--- config.mk ---
export PLATFORM = sky130hd
export DESIGN_NAME = fnd_scan_driver
export DESIGN_NICKNAME = d
export VERILOG_FILES = /design/src/rtl/fnd_scan_driver.sv
export SDC_FILE = /design/constraint.sdc
export NUM_CORES = 1
export LEC_CHECK = 0
export CAP_MARGIN = 20
export CORE_MARGIN = 4
export CORE_UTILIZATION = 30
export CTS_CLUSTER_DIAMETER = 200
export CTS_CLUSTER_SIZE = 20
export DETAILED_ROUTE_END_ITERATION = 10
export PLACE_DENSITY_LB_ADDON = 0.15
export SLEW_MARGIN = 25
export SYNTH_ARGS = -nofsm -noshare
export SYNTH_HDL_FRONTEND = slang
export SYNTH_SLANG_ARGS = --single-unit
export TNS_END_PERCENT = 10
--- constraint.sdc ---
create_clock -name clk -period 3.5 [get_ports clk]
set_input_delay 0.525 -clock clk [delete_from_list [all_inputs] [get_ports clk]]
set_output_delay 0.525 -clock clk [all_outputs]
set_load 0.02 [all_outputs]
--- src/rtl/fnd_scan_driver.sv ---
// fnd_scan_driver: binary-to-BCD conversion and 4-digit multiplexed common-anode 7-segment scan.
module fnd_scan_driver #(
  parameter int CLK_HZ   = 100_000_000,
  parameter int DIGIT_HZ = 1000,
  parameter int BLANK_LZ = 1
) (
  input  logic        clk,
  input  logic        reset,
  input  logic [13:0] seg_data,
  output logic [3:0]  an,
  output logic [7:0]  seg,
  output logic        busy
);
  localparam int DIV = CLK_HZ / DIGIT_HZ;
  localparam int TW  = DIV > 1 ? $clog2(DIV) : 1;
  typedef enum logic [1:0] {IDLE, SHIFT, DONE} state_t;
  state_t      state;
  logic [13:0] bin, last_val;
  logic [15:0] bcd, adj;
  logic [3:0]  it;
  logic        over_n, over;
  logic [3:0]  d [4];
  logic [TW-1:0] tick;
  logic [1:0]  idx;
  logic [3:0]  blank;
  logic [7:0]  code;
  function automatic logic [7:0] seg_code(input logic [3:0] v);
    case (v)
      4'd0: seg_code = 8'hC0;
      4'd1: seg_code = 8'hF9;
      4'd2: seg_code = 8'hA4;
      4'd3: seg_code = 8'hB0;
      4'd4: seg_code = 8'h99;
      4'd5: seg_code = 8'h92;
      4'd6: seg_code = 8'h82;
      4'd7: seg_code = 8'hF8;
      4'd8: seg_code = 8'h80;
      4'd9: seg_code = 8'h90;
      default: seg_code = 8'hBF;
    endcase
  endfunction
  always_comb begin
    adj = bcd;
    for (int i = 0; i < 4; i++)
      adj[i*4 +: 4] = bcd[i*4 +: 4] >= 4'd5 ? bcd[i*4 +: 4] + 4'd3 : bcd[i*4 +: 4];
  end
  // a digit blanks only if it and every higher digit are zero; the ones digit never blanks
  assign blank[3] = BLANK_LZ != 0 && !over && d[3] == 4'd0;
  assign blank[2] = blank[3] && d[2] == 4'd0;
  assign blank[1] = blank[2] && d[1] == 4'd0;
  assign blank[0] = 1'b0;
  assign code = over ? 8'hBF : seg_code(d[idx]);
  assign busy = state != IDLE;
  always_ff @(posedge clk or posedge reset) begin
    if (reset) begin
      state    <= IDLE;
      bin      <= '0;
      last_val <= '0;
      bcd      <= '0;
      it       <= '0;
      over_n   <= 1'b0;
      over     <= 1'b0;
      d        <= '{default: 4'd0};
    end else begin
      case (state)
        IDLE: if (seg_data != last_val) begin
          bin      <= seg_data;
          last_val <= seg_data;
          over_n   <= seg_data > 14'd9999;
          bcd      <= '0;
          it       <= '0;
          state    <= SHIFT;
        end
        SHIFT: begin
          {bcd, bin} <= {adj, bin} << 1;
          it         <= it + 4'd1;
          if (it == 4'd13) state <= DONE;
        end
        DONE: begin
          d[0]  <= bcd[3:0];
          d[1]  <= bcd[7:4];
          d[2]  <= bcd[11:8];
          d[3]  <= bcd[15:12];
          over  <= over_n;
          state <= IDLE;
        end
        default: state <= IDLE;
      endcase
    end
  end
  always_ff @(posedge clk or posedge reset) begin
    if (reset) begin
      tick <= '0;
      idx  <= '0;
      an   <= 4'b1111;
      seg  <= 8'hFF;
    end else begin
      tick <= tick == TW'(DIV - 1) ? '0 : tick + TW'(1);
      if (tick == TW'(DIV - 1)) idx <= idx + 2'd1;
      an   <= blank[idx] ? 4'b1111 : ~(4'b0001 << idx);
      seg  <= blank[idx] ? 8'hFF : code;
    end
  end
endmodule

### Yosys cells after proc, flatten, opt, wreduce, memory -nomap -nowiden

Memory sizes are Yosys's and may differ from the RTL's.
Index checks and enable logic that the tools add are counted.

| storage, ports and cells | value |
|---|---|
| flip-flop bits (word level) | 99 |
| bits in read-only memories | 112 |
| bits of input ports | 16 |
| output and inout bits | 13 |
| word-level logic and storage cells | 75 |
| memories kept | 1 |

| operators by class | value |
|---|---|
| add/subtract/negate cells | 7 |
| $lt $le $gt $ge | 7 |
| eq/ne operators | 7 |
| shift operators | 1 |
| multiplexer cells | 22 |
| bitwise gates (word level) | 2 |
| reductions and logical operators | 13 |

Memory list:

| name | words | width | read ports | clocked after Yosys merged registers in | write ports | line | text |
|---|---|---|---|---|---|---|---|
| (no name shown) | 16 | 7 | 1 | 0 | 0 | 28 | `case (v)` |

Operators by type and width:

| cell | number |
|---|---|
| 16-bit one-hot mux with 2 select lines | 1 |
| 4-bit two-way mux | 7 |
| 14-bit one-hot mux with 2 select lines | 1 |
| 17-bit by 1-bit adder with 17-bit output (second input constant) | 1 |
| 17-bit == test (second input constant) | 1 |
| 17-bit two-way mux | 1 |
| 4-bit by 3-bit greater-or-equal comparator with 1-bit output (second input constant) | 4 |
| 16-bit two-way mux | 1 |
| 8-bit two-way mux | 2 |
| 14-bit greater-than comparator (second input constant) | 1 |
| 14-bit two-way mux | 1 |
| 14-bit inequality test | 1 |
| 4-bit by 2-bit adder with 4-bit output (second input constant) | 3 |
| 4-bit logical NOT | 3 |
| 4-bit binary-select mux with 2-bit select | 1 |
| 4-bit one-hot mux with 2 select lines | 1 |
| 2-bit AND reduction | 3 |
| 4-bit by 1-bit adder with 4-bit output (second input constant) | 1 |
| 4-bit == test (second input constant) | 1 |
| 2-bit two-way mux | 2 |
| 2-bit inequality test (second input constant) | 2 |
| 4-bit inverter | 1 |
| 2-bit one-hot mux with 2 select lines | 1 |
| 2-bit nonzero test | 2 |
| 14 further kinds | 16 |

### Logic depth before layout (Yosys ltp)

| logic depth | value |
|---|---|
| word-level depth | 7 |
| depth in mapped cells | 8 |
| depth with buffers taken out | 7 |

### Worst setup path before layout

Ideal clock, no wire load.

| timing | value |
|---|---|
| path type | input to register |
| start point | input seg_data[12] |
| end point | register last_val[0] |
| library setup time | 0.125 ns |
| data arrival time | 1.990 ns |
| data required time | 3.375 ns |
| path slack | 1.385 ns |
| stages on the path | 5 |
| path buffers | 1 |
| cells stage by stage | xor2_1 -> or2_4 -> o41ai_4 -> buf_6 -> mux2_4 |

| on the way | value |
|---|---|
| longest elaborated chain between the ends | 2 |

Ends and longest elaborated chain:

| what | line | text |
|---|---|---|
| from (decl) | 9 | `input logic [13:0] seg_data,` |
| 14-bit inequality test | 66 | `IDLE: if (seg_data != last_val) begin` |
| 2-bit AND reduction (no source line) | -- |  |
| to (signal assigned) | 68 | `last_val <= seg_data;` |
| to (decl) | 18 | `logic [13:0] bin, last_val;` |

No other way between the ends.
A chain may end at the register's enable or synchronous reset.

### Final worst setup path

| timing | value |
|---|---|
| start point | input seg_data[6] |
| end point | register bcd[12] |

| on the way | value |
|---|---|
| longest elaborated chain between the ends | 3 |

Ends and longest elaborated chain:

| what | line | text |
|---|---|---|
| 14-bit inequality test | 66 |  |
| 2-bit inequality test (no source line) | -- |  |
| 2-bit AND reduction (no source line) | -- |  |
| to (signal assigned) | 75 | `{bcd, bin} <= {adj, bin} << 1;` |
| to (decl) | 19 | `logic [15:0] bcd, adj;` |

No other way between the ends.

==> metrics list <==
- The run finished with clean final reports.
- The clock net in this run drives a total of a little under 100 sinks.
* Count of final max-slew check failures: 0
- Once the clock tree was built, the resizer swapped 0 gates to a different size.
- Dividing the final minimum period by the clock period gives 0.7138.
- Final setup vio count: 0
- Routability-driven placement finished with a final weighted congestion of 0.7275.
- Synthesized area per cell: about 11 um2
* Warnings, synthesis: 0
- Diodes inserted: 0
* Setup crit end kind: flop
* Gate count after technology mapping: approximately 450
- Number of levels the H-tree was split into: 3
- The detailed router finished its first iteration with about 120 violations.
- Summing internal, switching and leakage power gives between 0.004 and 0.005 W.
- Share of post-route cells with drive strength above 1: 0.1576
- STA puts the critical path data required time at 3.75 ns.
- Synthesized cell area: about 0.005 mm2
- Most frequent cells in the layout: 87 x sky130_fd_sc_hd__dfrtp_1, 64 x sky130_fd_sc_hd__nand2_1, 28 x sky130_fd_sc_hd__xnor2_1, 28 x sky130_fd_sc_hd__mux2_2
- Number of inserted filler cells in the final layout: 1636
- After legalization and detailed placement, the total HPWL measured 6.741 mm.
* Timing-limited maximum frequency: roughly 400 MHz
- Final Instance Area: around 0.0057 mm2
* Post-route antenna net violation count: 0
* PortBufs: 27
- The worst pin sits at a relative slew slack of 0.4178.
- After layout, the minimum clock period comes to 2.498 ns.
* Post-route DRC violation count: 0
* Peak VDD IR: 318.0 uV
- On the final layout, the worst clock skew is 0.007004 ns.
- The number of setup buffers added after CTS is 0.
- The number of antenna violations at the first check in global routing came to 0.
- Of all nets on the critical path, the largest fanout is 25.
- Among all flip-flop cells after synthesis, the most frequent one is sky130_fd_sc_hd__dfrtp_1.
* Unrepaired setup endpoints after global routing: no
- Leaving out fill and tap cells, the most frequent cell in the layout is sky130_fd_sc_hd__dfrtp_1.
- Clock latency at the later pin of the worst-skew pair: 0.35 ns
- Number of violations of the max-capacitance limit: 0
* Cell area reported after detailed placement: 0.005391 mm2
- After global routing the overflow that remains totals 0.
- TritonCTS built the clock tree.
- For this block, the via count after detailed routing is 3179.
- Area Overhead vs Synth: 15.84%
* Final standard cell utilization of the core: 0.3554
- Measured along the y axis, the die boundary spans 135.7 um.
- Net Count, Synth: about 490
* Critical path type: in2reg
- Worst Path Arrival: between 2 and 3 ns
* Overall die area: 0.01841 mm2
* First-pass GRT wire length: 16.88 mm
- The total area inside the core boundary comes to approximately 0.016 mm2.
- Post-synth EDFFs: 0
- For this run, asynchronously set or reset flops after synthesis account for 1.000.
* Cell area power density: slightly below 800 mW/mm2
* Startpoint class of the critical path: input port
- Post-synthesis sequential area ratio: 0.5042
* Root buf cell: sky130_fd_sc_hd__clkbuf_16
* Classification of the worst-slack hold path: reg2reg
- Number of synthesized register bits: 98
* Setup TNS: 0 ns
- Leakage power figure: 2.518 nW
- Total CTS buffers: 9
- In the final routed layout, each cell accounts on average for 14.22 um.
* Horizontal die dimension: approximately 140 um
- No sink is reached through more buffers than the 2 on the longest clock path.
* Unique cell type count in the Yosys netlist: 50
- Entering global routing, the biggest net connects 55 pins.
- Pin placement for this block handled 29 I/O pins.
- Number of buffers inserted by hold repair at cts: 0
- The first TritonRoute pass finished after 4 iterations.
* WL final: approximately 10 mm
* Net total in the final layout: 508
- The initial utilization of the core area, before any placement, comes to 0.3068.
- The number of hold-slack violations in the final timing report came to 0.
* Via count of the first global-routing pass: 3274
- Worst Max-Slew Pin Slew: 0.8711 ns
- Across every metal layer, demand over resource in global routing totals 0.1157.
- Vias per std cell: 4.594
- Number of rows created at floorplan: 46
- After clock tree synthesis, the clock-pin slew on the worst setup and hold paths is 0.06 ns.
==> critical path, cell delays in order <==
cell	delay, ns
sky130_fd_sc_hd__clkdlybuf4s50_1	0.56
sky130_fd_sc_hd__xnor2_1	0.16
sky130_fd_sc_hd__nand4_1	0.26
sky130_fd_sc_hd__o41a_2	0.81
sky130_fd_sc_hd__buf_4	0.28
sky130_fd_sc_hd__o22ai_1	0.15
==> cell usage after synthesis, drive strengths merged, types with 2 or more instances <==
library cell | count | share of area
and3 | 2 | 0.0026
nand2 | 64 | 0.049
inv | 28 | 0.021
nor3b | 4 | 0.0061
or2 | 2 | 0.0031
o22ai | 9 | 0.012
nand4 | 9 | 0.012
nor2 | 13 | 0.010
a31oi | 4 | 0.0051
or3 | 3 | 0.0038
xnor2 | 28 | 0.050
nor2b | 3 | 0.0038
mux2 | 35 | 0.085
ha | 21 | 0.054
dfrtp | 87 | 0.45
nor4 | 3 | 0.0038
a211oi | 2 | 0.0031
o211ai | 2 | 0.0031
dfstp | 11 | 0.059
and4 | 5 | 0.0090
buf | 7 | 0.0095
clkbuf | 14 | 0.011
o21ai | 23 | 0.024
a21oi | 14 | 0.014
nand2b | 5 | 0.0064
and2 | 2 | 0.0026
o2bb2ai | 4 | 0.0072
mux2i | 5 | 0.010
xor2 | 9 | 0.016
mux4 | 4 | 0.018
nand3 | 13 | 0.013
==> final timing paths <==
path	from	end	slack, ns	cells after the start
max	seg_data[6]	bcd[12]	1.00	6
min	tick[0]	tick[0]	0.49	1
min reg2reg	tick[0]	tick[0]	0.49	1
max in group asynchronous	reset	last_val[13]	2.17	3
max reg2reg	last_val[6]	bcd[12]	1.32	5
min in group asynchronous	reset	tick[16]	0.65	2
==> state kept, by name, indices dropped and copies added (netlist names), 2 cells and up <==
| signal | cells |
|---|---|
| an | 4 |
| bcd | 16 |
| bin | 14 |
| d | 16 |
| idx | 2 |
| it | 4 |
| last_val | 14 |
| seg | 7 |
| state | 2 |
| tick | 17 |
==> cell families (layout without fill, tap and decap cells) <==
family	Yosys count	count (layout)	synth area share
other	1	1	0.0007667
DFF	98	98	0.5042
xor gates and xnor gates	37	37	0.06626
AOI/OAI and AO/OA	66	66	0.08647
adders and majority gates	21	21	0.05372
buffers and inverters	49	76	0.04170
and+or+nand+nor	133	133	0.1330
muxes	44	44	0.1138
==> routing by layer <==
| metal | global-route usage | routed length (um) | vias up |
|---|---|---|---|
| met5 | 0 | 0 | - |
| met4 | 0.02688 | 102 | 0 |
| met3 | 0.03752 | 342 | 9 |
| met2 | 0.1773 | 4343 | 33 |
| met1 | 0.1597 | 5054 | 1559 |
| li1 | - | - | 1578 |
==> power breakdown <==
group,leakage [nW],total (W),switching (W),internal (W)
Clock,0.137,0.000930,0.000413,0.000517
Sequential,1.22,0.00181,0.000261,0.00155
Combinational,1.16,0.00176,0.000880,0.000882
Total,2.52,0.00450,0.00156,0.00295
==> final cells by class <==
class | count | area (um2) | area share
clock buffers | 13 | 260.3 | 0.04594
clock inverters | 3 | 13.76 | 0.002429
well taps | 216 | 270.3 | 0.04770
repair buffers | 32 | 320.3 | 0.05654
flip-flops and latches | 98 | 2466 | 0.4353
multi-input cells | 302 | 2227 | 0.3931
inverters | 28 | 107.6 | 0.01899
==> metrics by stage <==
| stage | setup slack (ns) | hold WS (ns) | instances |
|---|---|---|---|
| 6_report | 1.002 | 0.4862 | 692 |
| 3_5_place_dp | 0.6368 | 0.4791 | 676 |
| 5_1_grt | 0.8638 | 0.5116 | 692 |
| 3_3_place_gp | 0.4460 | 0.4679 | 676 |
| 4_1_cts | 0.9931 | 0.4883 | 692 |
| 2_1_floorplan | 0.4311 | 0.4063 | 449 |
Note: power is estimated with default switching activity, not from simulation.
